**config.mk**
```make
export PLATFORM = sky130hd
export DESIGN_NAME = alu_p_register_patdet
export DESIGN_NICKNAME = d
export VERILOG_FILES = /design/src/rtl/alu_p_register_patdet.sv
export SDC_FILE = /design/constraint.sdc
export NUM_CORES = 1
export LEC_CHECK = 0
export CAP_MARGIN = 10
export CORE_ASPECT_RATIO = 1.4
export CORE_UTILIZATION = 30
export DETAILED_ROUTE_END_ITERATION = 10
export GPL_ROUTABILITY_DRIVEN = 0
export PLACE_DENSITY = 0.68
export SYNTH_ARGS = -nofsm -noshare
export SYNTH_HDL_FRONTEND = slang
export SYNTH_SLANG_ARGS = --single-unit
```
**constraint.sdc**
```tcl
create_clock -name clk -period 2.1 [get_ports clk]
set_clock_uncertainty 0.15 [all_clocks]
set_input_delay 0.42 -clock clk [delete_from_list [all_inputs] [get_ports clk]]
set_output_delay 0.42 -clock clk [all_outputs]
set_load 0.05 [all_outputs]
```
**src/rtl/alu_p_register_patdet.sv**
```systemverilog
// P output register stage for the 48-bit three-operand ALU.
// It registers the ALU sum and carry-out under a clock enable.
// It also detects a masked pattern and its complement on the sum.
// From those flags it derives overflow/underflow.
// It can clear P automatically when a pattern event occurs.
module alu_p_register_patdet #(
  parameter int WIDTH            = 48,
  parameter int AUTORESET_PATDET = 0
) (
  input  logic             clk,
  input  logic             reset_n,
  input  logic             CEP,
  input  logic             RSTP,
  input  logic [WIDTH-1:0] S,
  input  logic             COUT,
  input  logic [WIDTH-1:0] PATTERN,
  input  logic [WIDTH-1:0] MASK,
  output logic [WIDTH-1:0] P,
  output logic             CARRYOUT,
  output logic             PATTERNDETECT,
  output logic             PATTERNBDETECT,
  output logic             PATTERNDETECTPAST,
  output logic             PATTERNBDETECTPAST,
  output logic             OVERFLOW,
  output logic             UNDERFLOW
);

  // Masked equality: a MASK bit of 1 removes that bit from the compare.
  function automatic logic f_masked_match(
    input logic [WIDTH-1:0] value,
    input logic [WIDTH-1:0] ref_value,
    input logic [WIDTH-1:0] mask
  );
    f_masked_match = &(~(value ^ ref_value) | mask);
  endfunction

  logic [WIDTH-1:0] r_p;
  logic             r_carry;
  logic             r_pd;
  logic             r_pbd;
  logic             r_pd_past;
  logic             r_pbd_past;

  logic             w_pd_n;
  logic             w_pbd_n;
  logic             w_mode_match;
  logic             w_mode_loss;
  logic             w_autoreset;

  assign w_pd_n  = f_masked_match(S, PATTERN, MASK);
  assign w_pbd_n = f_masked_match(S, ~PATTERN, MASK);

  // Only modes 1 and 2 can trigger a clear.
  // Any other parameter value leaves both mode selects low, so it acts as mode 0.
  assign w_mode_match = (AUTORESET_PATDET == 1);
  assign w_mode_loss  = (AUTORESET_PATDET == 2);

  // The autoreset decision uses the registered flags.
  // So the clear lands one enabled edge after the event becomes visible on the outputs.
  assign w_autoreset = CEP & ((w_mode_match & r_pd) |
                              (w_mode_loss & r_pd_past & ~r_pd));

  // P / carry / pattern flag registers.
  // Priority: RSTP first, then autoreset, then the enabled capture; otherwise the registers hold.
  always_ff @(posedge clk or negedge reset_n) begin
    if (!reset_n) begin
      r_p        <= '0;
      r_carry    <= 1'b0;
      r_pd       <= 1'b0;
      r_pbd      <= 1'b0;
      r_pd_past  <= 1'b0;
      r_pbd_past <= 1'b0;
    end else if (RSTP) begin
      r_p        <= '0;
      r_carry    <= 1'b0;
      r_pd       <= 1'b0;
      r_pbd      <= 1'b0;
      r_pd_past  <= 1'b0;
      r_pbd_past <= 1'b0;
    end else if (w_autoreset) begin
      // The sum presented on this edge is dropped.
      // The flags still track it so that pattern history stays continuous.
      r_p        <= '0;
      r_carry    <= 1'b0;
      r_pd       <= w_pd_n;
      r_pbd      <= w_pbd_n;
      r_pd_past  <= r_pd;
      r_pbd_past <= r_pbd;
    end else if (CEP) begin
      r_p        <= S;
      r_carry    <= COUT;
      r_pd       <= w_pd_n;
      r_pbd      <= w_pbd_n;
      r_pd_past  <= r_pd;
      r_pbd_past <= r_pbd;
    end else begin
      r_p        <= r_p;
      r_carry    <= r_carry;
      r_pd       <= r_pd;
      r_pbd      <= r_pbd;
      r_pd_past  <= r_pd_past;
      r_pbd_past <= r_pbd_past;
    end
  end

  assign P                  = r_p;
  assign CARRYOUT           = r_carry;
  assign PATTERNDETECT      = r_pd;
  assign PATTERNBDETECT     = r_pbd;
  assign PATTERNDETECTPAST  = r_pd_past;
  assign PATTERNBDETECTPAST = r_pbd_past;

  // A match that was held last cycle has now been lost in the positive or negative direction.
  // With MASK all-ones both current flags stay set, so neither output can assert.
  assign OVERFLOW  = r_pd_past  & ~r_pd & ~r_pbd;
  assign UNDERFLOW = r_pbd_past & ~r_pd & ~r_pbd;

endmodule

```
## Yosys cells after proc, flatten, opt, wreduce, memory -nomap -nowiden

Cells that the tools add are included.
Widths: inputs -> output; s select.

- Output and inout port bits: 55
- Bits in registers: 53
- Input port bits: 149

- Mux-type cells: 12
- Reduce and logical (&&, ||, !) cells: 3
- Bitwise logic cells: 13

Operators by type and width:

| operator | count |
|---|---|
| $not 48->48 | 3 |
| $mux 48 | 2 |
| $or 48x48->48 | 2 |
| $reduce_and 48->1 | 2 |
| $xor 48x48->48 | 2 |
| $mux 1 | 10 |
| $and 1x1->1 | 4 |
| $not 1->1 | 2 |
| $reduce_bool 2->1 | 1 |

## Logic depth before layout (Yosys ltp)

Gate-level depths: netlist of run 1.

- Word-level depth: 7
- Gate-level depth with buffers: 7
- Mapped depth without buffers: 6

## Worst setup path after synthesis of run 1

No wires, ideal clock.

- Kind: register -> output
- From: register r_pd_past, in the netlist PATTERNDETECTPAST
- To: output OVERFLOW
- Cell stages (with the launch flop): 2
- Data required time: 1.530 ns
- Arrival time: 1.843 ns
- Path slack: -0.313 ns
- Cell sequence: dfrtp_1 -> nor3b_1

- Longest elaborated chain between the ends: 2

Ends and longest elaborated chain:

| element | line | text |
|---|---|---|
| from (decl) | 41 | `logic r_pd_past;` |
| from (signal assigned) | 87 | `r_pd_past <= r_pd;` |
| from (signal assigned) | 94 | `r_pd_past <= r_pd;` |
| from (signal assigned) | 101 | `r_pd_past <= r_pd_past;` |
| $and 1x1->1 (2 in series) | 115 | `assign OVERFLOW = r_pd_past & ~r_pd & ~r_pbd;` |
| to (decl) | 24 | `output logic OVERFLOW,` |

No other way between the ends.

## Worst setup path in the final report of run 1

- From: register r_p[14], in the netlist P[14]
- To: output P[14]

RTL lines:

| element | line | text |
|---|---|---|
| from (decl) | 37 | `logic [WIDTH-1:0] r_p;` |
| from (signal assigned) | 97 | `r_p <= r_p;` |
| to (decl) | 18 | `output logic [WIDTH-1:0] P,` |

No word-level cell between the ends.

==> results of run 1 <==
==> sequential cells by signal, indices dropped and copies added, names as in the netlist <==
name,cells
PATTERNDETECTPAST,1
PATTERNDETECT,1
P,48
PATTERNBDETECT,1
CARRYOUT,1
PATTERNBDETECTPAST,1
==> logic make-up (layout without fill, tap and decap cells) <==
kind of cell / count (synthesis) / after routing / share of synthesized area, %
mux: 51 / 51 / 16.0
simple gates: 98 / 98 / 15.3
compound gates: 40 / 40 / 8.92
flops: 53 / 53 / 41.5
buf+inv: 42 / 253 / 5.21
xor+xnor: 48 / 48 / 13.2
==> power by group through the flow <==
stage	clock, W	sequential, W	combinational, W
after detailed placement	0	0.00112	0.00109
after global placement	0	0.00112	0.00109
after CTS	0.000919	0.00110	0.00110
final	0.000878	0.00110	0.00109
after global routing	0.000943	0.00111	0.00116
after floorplan	0	0.00131	0.000326
==> cells in the final DEF, fill, tap and decap left out, drive strengths merged, types with 2 or more instances in the layout <==
| cell type | n |
|---|---|
| clkdlybuf4s50 | 190 |
| nor2 | 56 |
| dfrtp | 53 |
| mux2i | 51 |
| xnor2 | 48 |
| inv | 30 |
| buf | 23 |
| o22ai | 20 |
| nand2b | 15 |
| a22oi | 12 |
| nand4 | 9 |
| clkbuf | 7 |
| nor4 | 6 |
| or2b | 4 |
| nand2 | 3 |
| nor3b | 2 |
| o22a | 2 |
| o21ai | 2 |
| nand3 | 2 |
==> area by class of cell <==
class                           count  area, sq um
Timing Repair Buffer              215         2140
Tap cell                          138          173
Multi-Input combinational cell    237         1720
Sequential cell                    53         1330
Clock inverter                      1         5.00
Inverter                           30          113
Fill cell                         988         4720
Clock buffer                        7          153
==> worst max path at each step <==
stage                         end  slack [ns]
floorplan                OVERFLOW        0.16
detailed placement  PATTERNDETECT       -0.29
global route        PATTERNDETECT       0.002
finish                      P[14]        0.05
global placement    PATTERNDETECT       -0.23
CTS                 PATTERNDETECT        0.01
==> metal layers <==
metal	wire, um	vias up	track usage (%)	share of wire (%)
li1	-	1550	-	-
met1	4480	1472	24.6	37
met2	6290	130	39.9	52
met3	986	19	6.16	8.1
met4	350	0	7.84	2.9
met5	0	-	0	0
==> stage by stage <==
stage / area [sq um] / total power (W)
6_report: 5630 / 0.00307
5_1_grt: 5630 / 0.00321
4_1_cts: 5620 / 0.00312
3_5_place_dp: 5460 / 0.00221
3_3_place_gp: 5460 / 0.00220
2_1_floorplan: 3210 / 0.00164
==> timing repair <==
action / CTS / global route
endpoints found under the hold margin: 53 / 0
endpoints found under the setup margin: 0 / 2
hold buffers: 1 / 0
gates resized for setup: 0 / 2
==> run summary, run 1 <==
# port buffers: 203
Synth Area per Inst: 9.63 sq um
Hold WS: 0.371 ns
Ratio of cells with drive above 1 in the final layout: 7.18%
Area fraction of the dominant cell type after synthesis: 41.5%
Worst-Margin Slew: 0.585 ns
Sw power: 0.000951 W
Router iterations before antenna repair: 4
Final non-filler cell total: 681
Vias in the first global route: 3286
Max transition margin: 61.0%
Tmin final: 2.05 ns
RSZ-0062 raised after global routing: no
Synth top area cells: dfrtp_1, mux2i_1, xnor2_1
Clock group share of total power: 28.6%
Top-Level Pins: 204
Setup CP Type: reg2out
R2r endpoint: PATTERNDETECTPAST
H-tree depth: 2
Largest net degree at the start of global routing: 54
CP max-delay cell: clkdlybuf4s50_1
Ys flop type: dfrtp_1
P per Cell Area: 545 nW/um^2
Die Wd: 89.2 um
Final period util: 97.5%
RR Startpoint: PATTERNDETECT
Critical Path Sink Type: output port
CP bufs+invs: 1
First-pass GRT wire length: 17800 um
Routed vias/inst: 4.66
Routed WL per cell: 17.8 um
Net Count, Synth: 481
Hold depth: 2
Crit-path max FO: 2
CTS buffer count: 5
FFs w/ async S/R, synth: 100%
Number of standard cells after synthesis: 332
Final Max Tran Viols: 0
Final worst slack: 0.0534 ns
CP Depth: 1
Post-synth cell types: 28
CTS Buffer Depth: 2
Root Driver: clkbuf_16
Part of the power in combinational logic: 35.5%
Hold Vio Cnt, Final: 0
Max Cap Violations: 0
HP Class: reg2reg
Post-synth top cells: nor2_1, dfrtp_1, mux2i_1
Sw frac: 31.0%
Status: finished, final reports clean
Count leader, synth: nor2_1
GRT Overall Usage: 22.2%
CTS tree: done
EDFF count, synth: 0
Worst reg-to-reg path cell count: 2
Sequential share of power: 35.9%
Max incr delay on CP: 0.83 ns
Worst hold start: P[28]
Worst slack at placement: -0.288 ns
Post-layout util: 54.4%
Placed Instances: 672
CP Launch Point: P[14]
Crit start category: register
Routed WL: 12100 um
N_diodes: 0
Rows: 44
Die Ht: 124 um
Worst path cell trace: clkdlybuf4s50_1
Synthesis-to-layout area growth: 76.2%
Setup repair bufs after CTS: 0
CTS Sinks: 53
FF+latch count, synth: 53
Req. time, crit path: 1.53 ns
P_leak: 2.51 nW
Worst VDD drop: 0.268 mV
Family with the most delay on the worst path: buffers and inverters
Worst EP arrival: 1.48 ns
ANT nets after route: 0
DP Wirelength: 9930 um
Cell Area, Synth: 3200 sq um
Grt total ovfl: 0
DR iter-0 viols: 100
Yosys warns: 0
Reg clk slew, reported paths: 0.07 ns
Final nets: 691
Sequential share of the synthesized area: 41.5%
# setup viols final: 0
Post-synth top area cell: dfrtp_1
DRC Markers: 0
Fmax: 489 MHz
Post-route setup TNS: 0 ns
Internal power: 0.00212 W
Initial core utilization: 30.9%
Antenna violations before repair: 0
Hold path endpoint: P[28]
Reg2reg setup slack: 1.13 ns
Via count: 3171
Core region area: 10300 sq um
Die area: 11100 sq um
Worst skew pair latency: 0.29 ns
Note: power is estimated with default switching activity, not from simulation.
==> inputs of run 2 (changes only) <==
- REMOVE_ABC_BUFFERS: default -> 1
==> run 2 against run 1 <==
Effect of this change:
- die area is the same
- clock-buffer cell count decreased by 2
- wire length fell by 4.8%
- combinational power barely moved
- register-to-register slack gained 0.04 ns
- critical path depth is the same
- cell count fell by 0.44%
- sequential power is essentially flat
- non-clock buffer count decreased by 2
- sequential share of layout area grew 0.19 points
- global-route usage shrank 1.1 points
- critical path type unchanged
- largest power group unchanged
==> run summary, run 2 (synthesis results as in run 1) <==
Rows: 44
Reg2reg setup slack: 1.17 ns
CTS Sinks: 53
Final worst slack: 0.0486 ns
Routed vias/inst: 4.62
P_leak: 2.46 nW
Final non-filler cell total: 678
CTS Hold Bufs: 0
CTS tree: done
Via count: 3135
Max incr delay on CP: 0.82 ns
Worst reg-to-reg path cell count: 2
# setup viols final: 0
Final period util: 97.7%
RSZ-0062 raised after global routing: no
Worst EP arrival: 1.48 ns
Worst path cell trace: clkdlybuf4s50_1
Tmin final: 2.05 ns
Crit start category: register
DRC Markers: 0
Setup repair bufs after CTS: 0
Max transition margin: 56.1%
Die Wd: 89.2 um
HP Class: in2async
Placed Instances: 671
Fin area: 5590 sq um
ANT nets after route: 0
Hold Vio Cnt, Final: 0
Final Max Tran Viols: 0
First-pass GRT wire length: 17200 um
# port buffers: 203
Ratio of cells with drive above 1 in the final layout: 6.11%
Die Ht: 124 um
Post-place instance area: 5430 sq um
Register area: 1330 sq um
Final-layout fill cell count: 1009
CP bufs+invs: 1
Multi-input gate area: 1700 sq um
GRT Overall Usage: 21.1%
DP Wirelength: 9610 um
H-tree depth: 2
Largest net degree at the start of global routing: 53
Die area: 11100 sq um
Leading cell types in the layout, fill and taps excluded: clkdlybuf4s50_1, nor2_1, dfrtp_1
Grt total ovfl: 0
Reg clk slew, reported paths: 0.07 ns
Max Cap Violations: 0
Worst skew pair latency: 0.29 ns
Worst-Margin Slew: 0.659 ns
Final nets: 689
Vias in the first global route: 3348
Worst VDD drop: 0.333 mV
Fmax: 487 MHz
CTS buffer count: 5
DR iter-0 viols: 120
R2r endpoint: PATTERNBDETECTPAST
P per Cell Area: 554 nW/um^2
Routed WL: 11500 um
RR Startpoint: PATTERNBDETECT
Max reg flops: 48
Family with the most delay on the worst path: buffers and inverters
Router iterations before antenna repair: 4
CTS resizes: 0
Worst slack at placement: -0.220 ns
Top-Level Pins: 204
CTS Buffer Depth: 2
Setup CP Type: reg2out
Status: finished, final reports clean
Synthesis-to-layout area growth: 74.8%
Req. time, crit path: 1.53 ns
CP max-delay cell: clkdlybuf4s50_1
Core region area: 10300 sq um
Crit-path max FO: 2
Root Driver: clkbuf_16
Routed WL per cell: 17.0 um
Most common cell after layout, fill and taps aside: clkdlybuf4s50_1
N_diodes: 0
Initial core utilization: 30.9%
Critical Path Sink Type: output port
Antenna violations before repair: 0
==> run 2: changes by cell type in the layout (fill, tap and decap cells not counted) <==
| cell | change |
|---|---|
| clkbuf_8 | -2 |
| clkdlybuf4s50_1 | +2 |
| nor3b_1 | +2 |
| nor3b_2 | -2 |
| buf_12 | -1 |
| buf_4 | -1 |
| bufinv_16 | +1 |
| dlygate4sd3_1 | -1 |
| dlymetal6s2s_1 | -1 |
| xnor2_1 | +1 |
| xnor2_2 | -1 |
==> run 2: metal layers <==
metal  wire (um)  vias to the layer above  track usage (%)
met3         701                       12             3.58
li1            -                     1553                -
met2        6280                      120             39.5
met1        4340                     1450             23.8
met5           0                        -                0
met4         211                        0             6.75
==> run 2: per-stage QoR <==
step	setup TNS [ns]	hold WS, ns	total power (W)	utilization (%)
6_report	0	0.00442	0.00309	54.0
3_5_place_dp	-0.331	0.348	0.00220	52.4
4_1_cts	0	0.0376	0.00313	54.0
3_3_place_gp	-0.246	0.339	0.00218	52.4
2_1_floorplan	-0.626	-0.0256	0.00160	-
5_1_grt	0	0.0488	0.00323	54.0
==> run 2: worst max-delay path by stage <==
stage	from	slack, ns	depth (start not counted)	to
after floorplan	PATTERNDETECTPAST	-0.31	1	OVERFLOW
after global placement	S[33]	-0.23	7	PATTERNBDETECT
after detailed placement	S[33]	-0.22	7	PATTERNBDETECT
after CTS	P[27]	0.03	1	P[27]
after global routing	PATTERNDETECTPAST	0.009	1	PATTERNDETECTPAST
final	P[27]	0.05	1	P[27]
==> run 2: final cells by class <==
type                       instances  share of cell area [%]
timing repair buffer             213                    37.8
multi-input combinational        237                    30.5
sequential                        53                    23.7
tap                              138                    3.09
clock buffer                       5                    2.24
inverter                          30                    2.02
clock inverter                     2                   0.627
==> run 2: report_power, final <==
group	leakage [nW]	internal [W]	switching, W
clock	0.0797	0.000554	0.000370
combinational	1.67	0.000530	0.000537
sequential	0.706	0.00107	0.0000292
total	2.46	0.00216	0.000936
==> inputs of run 3 (changes only) <==
- SLEW_MARGIN: default -> 5
==> results of run 3 <==
Same layout as run 2: the final DEF is identical, and so are final timing and power.
